===== config.mk =====
export PLATFORM = sky130hd
export DESIGN_NAME = spi_master_arbiter
export DESIGN_NICKNAME = d
export VERILOG_FILES = /design/src/rtl/spi_ctrl_pkg.sv /design/src/rtl/spi_rr_arbiter.sv /design/src/rtl/spi_master_arbiter.sv
export SDC_FILE = /design/constraint.sdc
export NUM_CORES = 1
export LEC_CHECK = 0
export ABC_AREA = 1
export BUFFER_PORTS_ARGS = -buffer_cell sky130_fd_sc_hd__buf_2
export CORE_UTILIZATION = 55
export DETAILED_ROUTE_END_ITERATION = 6
export GPL_ROUTABILITY_DRIVEN = 0
export PLACE_DENSITY = 0.8
export SYNTH_ARGS = -nofsm -noshare
export SYNTH_HDL_FRONTEND = slang
export SYNTH_SLANG_ARGS = --single-unit

===== constraint.sdc =====
create_clock -name clk -period 2.08 [get_ports clk]
set_input_delay 0.52 -clock clk [delete_from_list [all_inputs] [get_ports clk]]
set_output_delay 0.52 -clock clk [all_outputs]
set_load 0.01 [all_outputs]

===== src/rtl/spi_ctrl_pkg.sv =====
// Shared types and frame constants for the SPI master/arbiter slice.
package spi_ctrl_pkg;

  localparam int   ADDR_W     = 7;
  localparam int   DATA_W     = 16;
  localparam int   FRAME_BITS = ADDR_W + 1 + DATA_W;  // {addr, rwb, data}
  localparam logic RWB_READ   = 1'b1;

  typedef enum logic [2:0] {
    IDLE,
    SETUP,
    SHIFT,
    HOLD,
    GAP
  } state_e;

  // Index width that stays legal (>=1 bit) even for a single requester.
  function automatic int idx_width(input int n);
    return (n > 1) ? $clog2(n) : 1;
  endfunction

endpackage


===== src/rtl/spi_rr_arbiter.sv =====
// Combinational round-robin picker: first requester at or after ptr_i wins.
module spi_rr_arbiter
  import spi_ctrl_pkg::*;
#(
  parameter int N_REQ = 2,
  parameter int IDX_W = idx_width(N_REQ)
) (
  input  logic [N_REQ-1:0] req_i,
  input  logic [IDX_W-1:0] ptr_i,
  output logic             gnt_valid_o,
  output logic [N_REQ-1:0] gnt_o,
  output logic [IDX_W-1:0] gnt_idx_o
);

  // Scan requesters starting at the pointer, wrapping modulo N_REQ.
  always_comb begin
    logic [IDX_W-1:0] idx;
    // NOTE: every combinational output gets a default before any branch, so no latch is inferred.
    gnt_valid_o = 1'b0;
    gnt_o       = '0;
    gnt_idx_o   = '0;
    idx         = '0;
    for (int k = 0; k < N_REQ; k++) begin
      idx = IDX_W'((int'(ptr_i) + k) % N_REQ);
      if (!gnt_valid_o && req_i[idx]) begin
        gnt_valid_o = 1'b1;
        gnt_o[idx]  = 1'b1;
        gnt_idx_o   = idx;
      end
    end
  end

endmodule


===== src/rtl/spi_master_arbiter.sv =====
// Round-robin arbiter plus SPI frame sequencer sharing one SPI slave among N_REQ requesters.
module spi_master_arbiter
  import spi_ctrl_pkg::*;
#(
  parameter int N_REQ   = 2,
  parameter int CLK_DIV = 2,
  parameter int GAP_CYC = 4
) (
  input  logic                    clk,
  input  logic                    reset,
  input  logic [N_REQ-1:0]        req_valid,
  input  logic [N_REQ-1:0]        req_rwb,
  input  logic [N_REQ*ADDR_W-1:0] req_addr,
  input  logic [N_REQ*DATA_W-1:0] req_wdata,
  output logic [N_REQ-1:0]        req_ready,
  output logic [N_REQ-1:0]        rsp_valid,
  output logic [DATA_W-1:0]       rsp_rdata,
  output logic                    busy,
  output logic                    csz,
  output logic                    sclk,
  output logic                    sdi,
  input  logic                    sdo
);

  localparam int                IDX_W          = idx_width(N_REQ);
  localparam int                CNT_MAX        = (CLK_DIV > GAP_CYC) ? CLK_DIV : GAP_CYC;
  localparam int                CNT_W          = $clog2(CNT_MAX + 1);
  localparam logic [CNT_W-1:0]  DIV_LAST       = CNT_W'(CLK_DIV - 1);
  localparam logic [CNT_W-1:0]  GAP_LAST       = CNT_W'(GAP_CYC - 1);
  localparam logic [4:0]        FIRST_DATA_BIT = 5'(ADDR_W + 1);
  localparam logic [4:0]        LAST_BIT       = 5'(FRAME_BITS - 1);
  localparam logic [IDX_W-1:0]  IDX_LAST       = IDX_W'(N_REQ - 1);

  state_e                  state_q, state_d;
  logic [CNT_W-1:0]        div_q, div_d;
  logic [4:0]              bit_q, bit_d;
  logic [FRAME_BITS-1:0]   tx_q, tx_d;
  logic [DATA_W-1:0]       rx_q, rx_d;
  logic                    is_read_q, is_read_d;
  logic [IDX_W-1:0]        gidx_q, gidx_d;
  logic [IDX_W-1:0]        ptr_q, ptr_d;
  logic                    csz_q, csz_d;
  logic                    sclk_q, sclk_d;
  logic                    sdi_q, sdi_d;
  logic                    busy_q, busy_d;
  logic [N_REQ-1:0]        req_ready_q, req_ready_d;
  logic [N_REQ-1:0]        rsp_valid_q, rsp_valid_d;
  logic [DATA_W-1:0]       rsp_rdata_q, rsp_rdata_d;

  logic                    gnt_valid;
  logic [N_REQ-1:0]        gnt;
  logic [IDX_W-1:0]        gnt_idx;
  logic                    gnt_is_read;
  logic [FRAME_BITS-1:0]   tx_load;

  spi_rr_arbiter #(
    .N_REQ (N_REQ),
    .IDX_W (IDX_W)
  ) u_arb (
    .req_i       (req_valid),
    .ptr_i       (ptr_q),
    .gnt_valid_o (gnt_valid),
    .gnt_o       (gnt),
    .gnt_idx_o   (gnt_idx)
  );

  // Frame image for the granted requester; read frames carry zero data so sdi idles low.
  assign gnt_is_read = (req_rwb[gnt_idx] == RWB_READ);
  assign tx_load     = {req_addr[int'(gnt_idx)*ADDR_W +: ADDR_W],
                        req_rwb[gnt_idx],
                        gnt_is_read ? {DATA_W{1'b0}} : req_wdata[int'(gnt_idx)*DATA_W +: DATA_W]};

  // Next-state and registered-output logic for the frame sequencer.
  always_comb begin
    state_d     = state_q;
    div_d       = div_q;
    bit_d       = bit_q;
    tx_d        = tx_q;
    rx_d        = rx_q;
    is_read_d   = is_read_q;
    gidx_d      = gidx_q;
    ptr_d       = ptr_q;
    csz_d       = csz_q;
    sclk_d      = sclk_q;
    sdi_d       = sdi_q;
    busy_d      = busy_q;
    req_ready_d = '0;
    rsp_valid_d = '0;
    rsp_rdata_d = rsp_rdata_q;

    unique case (state_q)
      IDLE: begin
        if (gnt_valid) begin
          state_d     = SETUP;
          div_d       = '0;
          bit_d       = '0;
          req_ready_d = gnt;
          gidx_d      = gnt_idx;
          ptr_d       = (gnt_idx == IDX_LAST) ? '0 : gnt_idx + 1'b1;
          is_read_d   = gnt_is_read;
          tx_d        = tx_load;
          rx_d        = '0;
          csz_d       = 1'b0;
          sclk_d      = 1'b0;
          sdi_d       = tx_load[FRAME_BITS-1];
          busy_d      = 1'b1;
        end
      end

      SETUP: begin
        div_d = div_q + 1'b1;
        if (div_q == DIV_LAST) begin
          state_d = SHIFT;
          div_d   = '0;
        end
      end

      SHIFT: begin
        div_d = div_q + 1'b1;
        if (div_q == DIV_LAST) begin
          div_d = '0;
          if (!sclk_q) begin
            sclk_d = 1'b1;
          end else begin
            // Falling edge: sample read data, then present the next bit while sclk is low.
            sclk_d = 1'b0;
            if (is_read_q && (bit_q >= FIRST_DATA_BIT)) begin
              rx_d = {rx_q[DATA_W-2:0], sdo};
            end
            if (bit_q == LAST_BIT) begin
              state_d = HOLD;
              sdi_d   = 1'b0;
            end else begin
              bit_d = bit_q + 1'b1;
              tx_d  = tx_q << 1;
              sdi_d = tx_q[FRAME_BITS-2];
            end
          end
        end
      end

      HOLD: begin
        div_d = div_q + 1'b1;
        if (div_q == DIV_LAST) begin
          state_d             = GAP;
          div_d               = '0;
          csz_d               = 1'b1;
          rsp_valid_d[gidx_q] = 1'b1;
          rsp_rdata_d         = is_read_q ? rx_q : '0;
        end
      end

      GAP: begin
        div_d = div_q + 1'b1;
        if (div_q == GAP_LAST) begin
          state_d = IDLE;
          div_d   = '0;
          busy_d  = 1'b0;
        end
      end

      default: state_d = IDLE;
    endcase
  end

  // State and output registers; reset abandons any in-flight frame.
  always_ff @(posedge clk) begin
    if (reset) begin
      // NOTE: sequential state uses non-blocking assignments so every register samples pre-edge values.
      state_q     <= IDLE;
      div_q       <= '0;
      bit_q       <= '0;
      tx_q        <= '0;
      rx_q        <= '0;
      is_read_q   <= 1'b0;
      gidx_q      <= '0;
      ptr_q       <= '0;
      csz_q       <= 1'b1;
      sclk_q      <= 1'b0;
      sdi_q       <= 1'b0;
      busy_q      <= 1'b0;
      req_ready_q <= '0;
      rsp_valid_q <= '0;
      rsp_rdata_q <= '0;
    end else begin
      state_q     <= state_d;
      div_q       <= div_d;
      bit_q       <= bit_d;
      tx_q        <= tx_d;
      rx_q        <= rx_d;
      is_read_q   <= is_read_d;
      gidx_q      <= gidx_d;
      ptr_q       <= ptr_d;
      csz_q       <= csz_d;
      sclk_q      <= sclk_d;
      sdi_q       <= sdi_d;
      busy_q      <= busy_d;
      req_ready_q <= req_ready_d;
      rsp_valid_q <= rsp_valid_d;
      rsp_rdata_q <= rsp_rdata_d;
    end
  end

  assign req_ready = req_ready_q;
  assign rsp_valid = rsp_valid_q;
  assign rsp_rdata = rsp_rdata_q;
  assign busy      = busy_q;
  assign csz       = csz_q;
  assign sclk      = sclk_q;
  assign sdi       = sdi_q;

endmodule


Yosys cells after proc, flatten, opt, wreduce, memory -nomap -nowiden
Cells that the tools add are included.
{ "word_totals": {"ff_bits": 77, "latch_bits": 0, "mem_bits_rw": 0, "mem_bits_ro": 0, "out_inout_bits": 24, "wordCells": 137, "n_memories": 0} }
{ "classes": {"addsub": 4, "n_mul": 1, "div": 0, "magnitude_cmp": 8, "eq_ne": 16, "shifts": 2, "muxes": 62, "n_bitwise": 5, "reduce_logical": 24} }
{ "op_table": {"columns": ["operator", "count"], "rows": [
  ["$mux 16", 6],
  ["$mux 23", 4],
  ["$pmux 23 s2", 1],
  ["$pmux 16 s2", 1],
  ["$shiftx 32x6->16", 1],
  ["$mux 3", 10],
  ["$mux 1", 24],
  ["$mux 5", 4],
  ["$ne 2x2->1 const B", 9],
  ["$pmux 3 s5", 1],
  ["$shiftx 14x5->7", 1],
  ["$pmux 5 s2", 1],
  ["$reduce_and 5->1", 2],
  ["$eq 3x2->1 const B", 3],
  ["$pmux 3 s3", 1],
  ["$reduce_and 3->1", 3],
  ["$reduce_or 3->1", 3],
  ["$lt 1x2->1 const B", 4],
  ["$pmux 1 s2", 4],
  ["$reduce_and 7->1", 1],
  ["$eq 3x1->1 const B", 2],
  ["$reduce_and 2->1", 3],
  ["$reduce_bool 2->1", 3],
  ["$add 5x1->5 const B", 1],
  ["16 further kinds", 29]
]} }

Logic depth before layout (Yosys ltp)
{ "depth": {"ltp_word": 11, "ltp_mapped": 11} }

Modules after synthesis
Synthesis repeated with hierarchy kept, for this count alone.
{ "unflattened": {"cells_unflattened": 578, "area_unflattened_um2": 3789.9} }
{ "by_module_without_submodules": {"columns": ["module", "n_inst", "cells_per_inst", "area_per_inst_um2"], "rows": [
  ["spi_master_arbiter", 1, 564, 3734.8],
  ["spi_rr_arbiter", 1, 14, 55.1]
]} }

Worst setup path after synthesis
No wires, ideal clock.
{ "synth_path": {"kind": "input-to-reg", "start": "input req_valid[1]", "end": "register bit_q[1]", "arrival_time_ps": 1428, "required_time_ps": 1967, "path_slack_ps": 539, "path_stages": 10, "path_buffers": 2, "cell_sequence": "nand2_1 > inv_1 > nor2_1 > nand3_2 > nand2_4 > nor2_4 > buf_6 > buf_6 > o21ai_1 > nor2_1"} }
{ "synth_via": {"elab_chain_len": 8, "elab_cells_between_ends": 10} }
{ "synth_lines": {"columns": ["item", "line", "text"], "rows": [
  ["from (decl)", "spi_master_arbiter.sv:11", "input logic [N_REQ-1:0] req_valid,"],
  ["$mux 1 (not written as such) (2 in series)", "spi_rr_arbiter.sv:25", "if (!gnt_valid_o && req_i[idx]) begin"],
  ["$mux 1", "spi_rr_arbiter.sv:25", null],
  ["$logic_not 1->1", "spi_rr_arbiter.sv:25", null],
  ["$logic_and 1x1->1", "spi_rr_arbiter.sv:25", null],
  ["$mux 1 *", "spi_rr_arbiter.sv:25", null],
  ["$ne 2x2->1 (no line) *", null, null],
  ["$reduce_and 5->1 (no line) *", null, null],
  ["to (signal assigned)", "spi_master_arbiter.sv:188", "bit_q <= bit_d;"],
  ["to (decl)", "spi_master_arbiter.sv:36", "logic [4:0] bit_q, bit_d;"]
]} }
Every way passes the cells marked *; elsewhere a longest branch is shown, timed or not. The select of a mux whose other input is x is not followed.
A chain may end at the register's enable or synchronous reset.

Worst setup path in the final report
{ "layout_path": {"start": "register state_q[2]", "end": "register tx_q[11]"} }
{ "layout_via": {"elab_chain_len": 3, "elab_cells_between_ends": 9} }
{ "layout_lines": {"columns": ["item", "line", "text"], "rows": [
  ["from (decl)", "spi_master_arbiter.sv:34", "state_e state_q, state_d;"],
  ["from (signal assigned)", "spi_master_arbiter.sv:186", "state_q <= state_d;"],
  ["$eq 3x2->1 or $logic_not 3->1 (tied branches)", "spi_master_arbiter.sv:91", "unique case (state_q)"],
  ["$ne 2x2->1 (no line) or $reduce_bool 2->1 (tied branches)", null, null],
  ["$reduce_and 5->1 (no line)", null, null],
  ["to (signal assigned)", "spi_master_arbiter.sv:189", "tx_q <= tx_d;"],
  ["to (decl)", "spi_master_arbiter.sv:37", "logic [FRAME_BITS-1:0] tx_q, tx_d;"]
]} }
Several ways; a longest one is shown, not always the timed one.

==> summary.md <==
| Metric | Value |
|---|---|
| Clock transition at path regs | `90 ps` |
| Post-synthesis compound-gate area fraction | `0.113` |
| CTS sink cnt | `77` |
| Clock skew | `10.9 ps` |
| Leakage | `2.08 nW` |
| CTS tree | `done` |
| Crit path arrival time | `2130 ps` |
| Post-DP HPWL | `5920 microns` |
| Crit path max fanout | `19` |
| Post-synthesis sequential area ratio | `0.408` |
| Initial DRC count | `306` |
| PwrDens | `1200 mW/mm^2` |
| Max-cap violations | `0` |
| Wire per inst | `12.2 microns` |
| Root buffer cell | `clkbuf_8` |
| Tmin final | `~1900 ps` |
| Port bufs | `between 70 and 80` |
| Crit Reg-Reg Startpoint | `state_q[2]` |
| Synth top area share | `0.408` |
| Hold Vio Cnt, Final | `0` |
| Drc violations | `9` |
| Final TNS setup | `0 ps` |
| Adder-Cell Fraction of Synth Area | `0.0199` |
| Core area | `0.00649 sq mm` |
| Die Wd | `84.9 microns` |
| Worst slew margin | `0.456` |
| CTS buffer count | `9` |
| P&R area growth vs syn | `16.9%` |
| Number of enable flip-flop cells after synthesis | `0` |
| Synthesized area | `0.00378 sq mm` |
| Peak supply drop | `just under 800 uV` |
| Commonest cells post-synth | `169 x nand2_1, 77 x dfxtp_1, 72 x nor2_1` |
| Hold_sp | `gidx_q` |
| Largest net degree at the start of global routing | `36` |
| Asr flop ratio synth | `0` |
| Min-delay worst type | `flip-flop to flip-flop` |
| Worst Max-Slew Pin Slew | `814 ps` |
| Critical Path Source Type | `flip-flop` |
| Die Height | `84.9 microns` |
| Data required, critical path | `2340 ps` |
| Skew-Pair Late Insertion Delay | `360 ps` |
| Initial Util | `0.582` |
| Vias in the first global route | `3432` |
| Mapped Cells | `around 560` |
| Syn nets | `616` |
| Final period utilization | `0.898` |
| Post-DRT Antenna Nets | `0` |
| First-pass iteration count of the detailed router | `7` |
| Status | `complete, but fails checks` |
| Ranking of synthesized cells by area | `dfxtp_1 41%, nand2_1 17%, nor2_1 7.1%` |
| Die area | `0.00721 sq mm` |
| RSZ-0062 raised after global routing | `false` |
| Vias | `3708` |
| Setup CP Type | `flip-flop to flip-flop` |
| DR vias/cell | `5.23` |
| Area share of and/or/nand/nor cells after synthesis | `0.379` |
| Synth warn | `0` |
| Post-CTS Setup Bufs | `0` |
| CTS Buffer Depth | `2` |
| Top-count cell post-synth | `nand2_1` |
| Initial antenna violation count | `0` |
| Placed Instances | `just under 700` |
| Final setup violation count | `0` |
| Yosys top cell by area | `dfxtp_1` |
| Post-Layout Cell Count | `between 700 and 800` |
| Crit path from | `state_q[2]` |
| Proportion of synthesized area in mux cells | `0` |
| Maximum clock frequency | `535 MHz` |
| Main combinational cell family by area after synthesis | `simple AND/OR/NAND/NOR gates` |
| Global-route wire length before repair | `14800 microns` |
| Drt total wl | `8630 microns` |
| Xor/xnor share of the synthesized area | `0.00463` |
| Max-slew violations | `0` |
| Filler cells | `560` |
| Yosys reg bits | `77` |
| Setup crit end kind | `flip-flop` |
| Total GRT Usage | `0.251` |
| CTS H-Tree Depth | `3` |
| Inserted Diodes | `0` |
| PostCTS Resize Cnt | `0` |
| Commonest register cell after synthesis | `dfxtp_1` |
| Row cnt | `29` |
| Nets | `686` |
| Cts hold-fix bufs | `0` |
| Avg Cell Area, Syn | `6.79 sq um` |
| Io pins | `77` |
| Share of cells above drive strength 1 | `0.204` |
| Grt ovf | `0` |
| Synth cell types | `30` |
| Failing checks | `design-rule violations` |
## critical path, cell delays in order, from the launching register on
cell	delay (ps)
dfxtp_1	440
inv_1	140
nand2_4	110
nor2_4	60
nand3_2	110
nand2_4	70
nor2_4	390
inv_2	220
nor2_1	160
nor2_1	60
## cells in the final DEF (no fill, tap or decap), types with 3 or more instances in the layout
| cell type | instances |
|---|---|
| nor2_1 | 72 |
| or2_2 | 3 |
| inv_1 | 27 |
| nand2_1 | 169 |
| inv_2 | 3 |
| inv_6 | 5 |
| nand3_1 | 45 |
| o21ai_0 | 33 |
| buf_4 | 14 |
| nor2_4 | 4 |
| buf_2 | 76 |
| o21ai_1 | 16 |
| nand4_1 | 20 |
| nor3_1 | 3 |
| nand2_4 | 3 |
| a21oi_1 | 30 |
| ha_1 | 6 |
| dfxtp_1 | 77 |
| clkbuf_8 | 9 |
## stage by stage
step	cell area, sq um	setup WS, ps	util	power [mW]	hold slack, ps
2_1_floorplan	3780	539	-	3.71	393
3_3_place_gp	4210	-81.3	0.648	4.01	397
3_5_place_dp	4210	-169	0.648	4.08	419
4_1_cts	4420	218	0.680	5.29	428
5_1_grt	4420	16.5	0.680	5.67	430
6_report	4420	213	0.680	5.28	428
## report_power, final
part / total [mW] / internal (mW) / switching [mW]
Combinational: 2.09 / 0.691 / 1.40
Sequential: 2.02 / 1.81 / 0.211
Clock: 1.17 / 0.573 / 0.596
## area by class of cell
class | instances | area [sq um] | share of cell area
inverters | 30 | 113 | 0.0255
clock inverters | 7 | 78.8 | 0.0178
well taps | 77 | 96.3 | 0.0218
clock buffers | 9 | 124 | 0.0280
multi-input cells | 418 | 1960 | 0.444
flip-flops and latches | 77 | 1540 | 0.349
repair buffers | 91 | 505 | 0.114
## state kept, by name (all words and copies together), names as in the netlist, 2 cells and up
register / cells
tx_q: 23
rsp_rdata: 16
rx_q: 16
bit_q: 5
div_q: 3
state_q: 3
req_ready: 2
rsp_valid: 2
## metal layers
metal  wire length, microns  vias to the layer above  share of wire  global-route usage
li1                       -                     1951              -                   -
met1                   3980                     1642           0.46               0.318
met2                   4070                      105           0.47               0.431
met3                    497                       10          0.058              0.0584
met4                     88                        0          0.010              0.0709
met5                      0                        -              0                   0
## kinds of logic (layout without fill, tap and decap cells)
logic type / Yosys count / in the layout
buffers and inverters: 63 / 137
AND/OR/NAND/NOR: 326 / 327
AO/OA/AOI/OAI: 83 / 83
XOR/XNOR: 2 / 2
flip-flops: 77 / 77
adder cells (fa/ha/maj): 6 / 6
## final timing paths
kind                            slack (ps)  cells past startpoint      endpoint
worst min-delay path                   430                      1  rsp_valid[0]
worst min register to register         430                      1  rsp_valid[0]
worst max-delay path                   210                      9      tx_q[11]
worst max register to register         210                      9      tx_q[11]
Note: power is estimated with default switching activity, not from simulation.
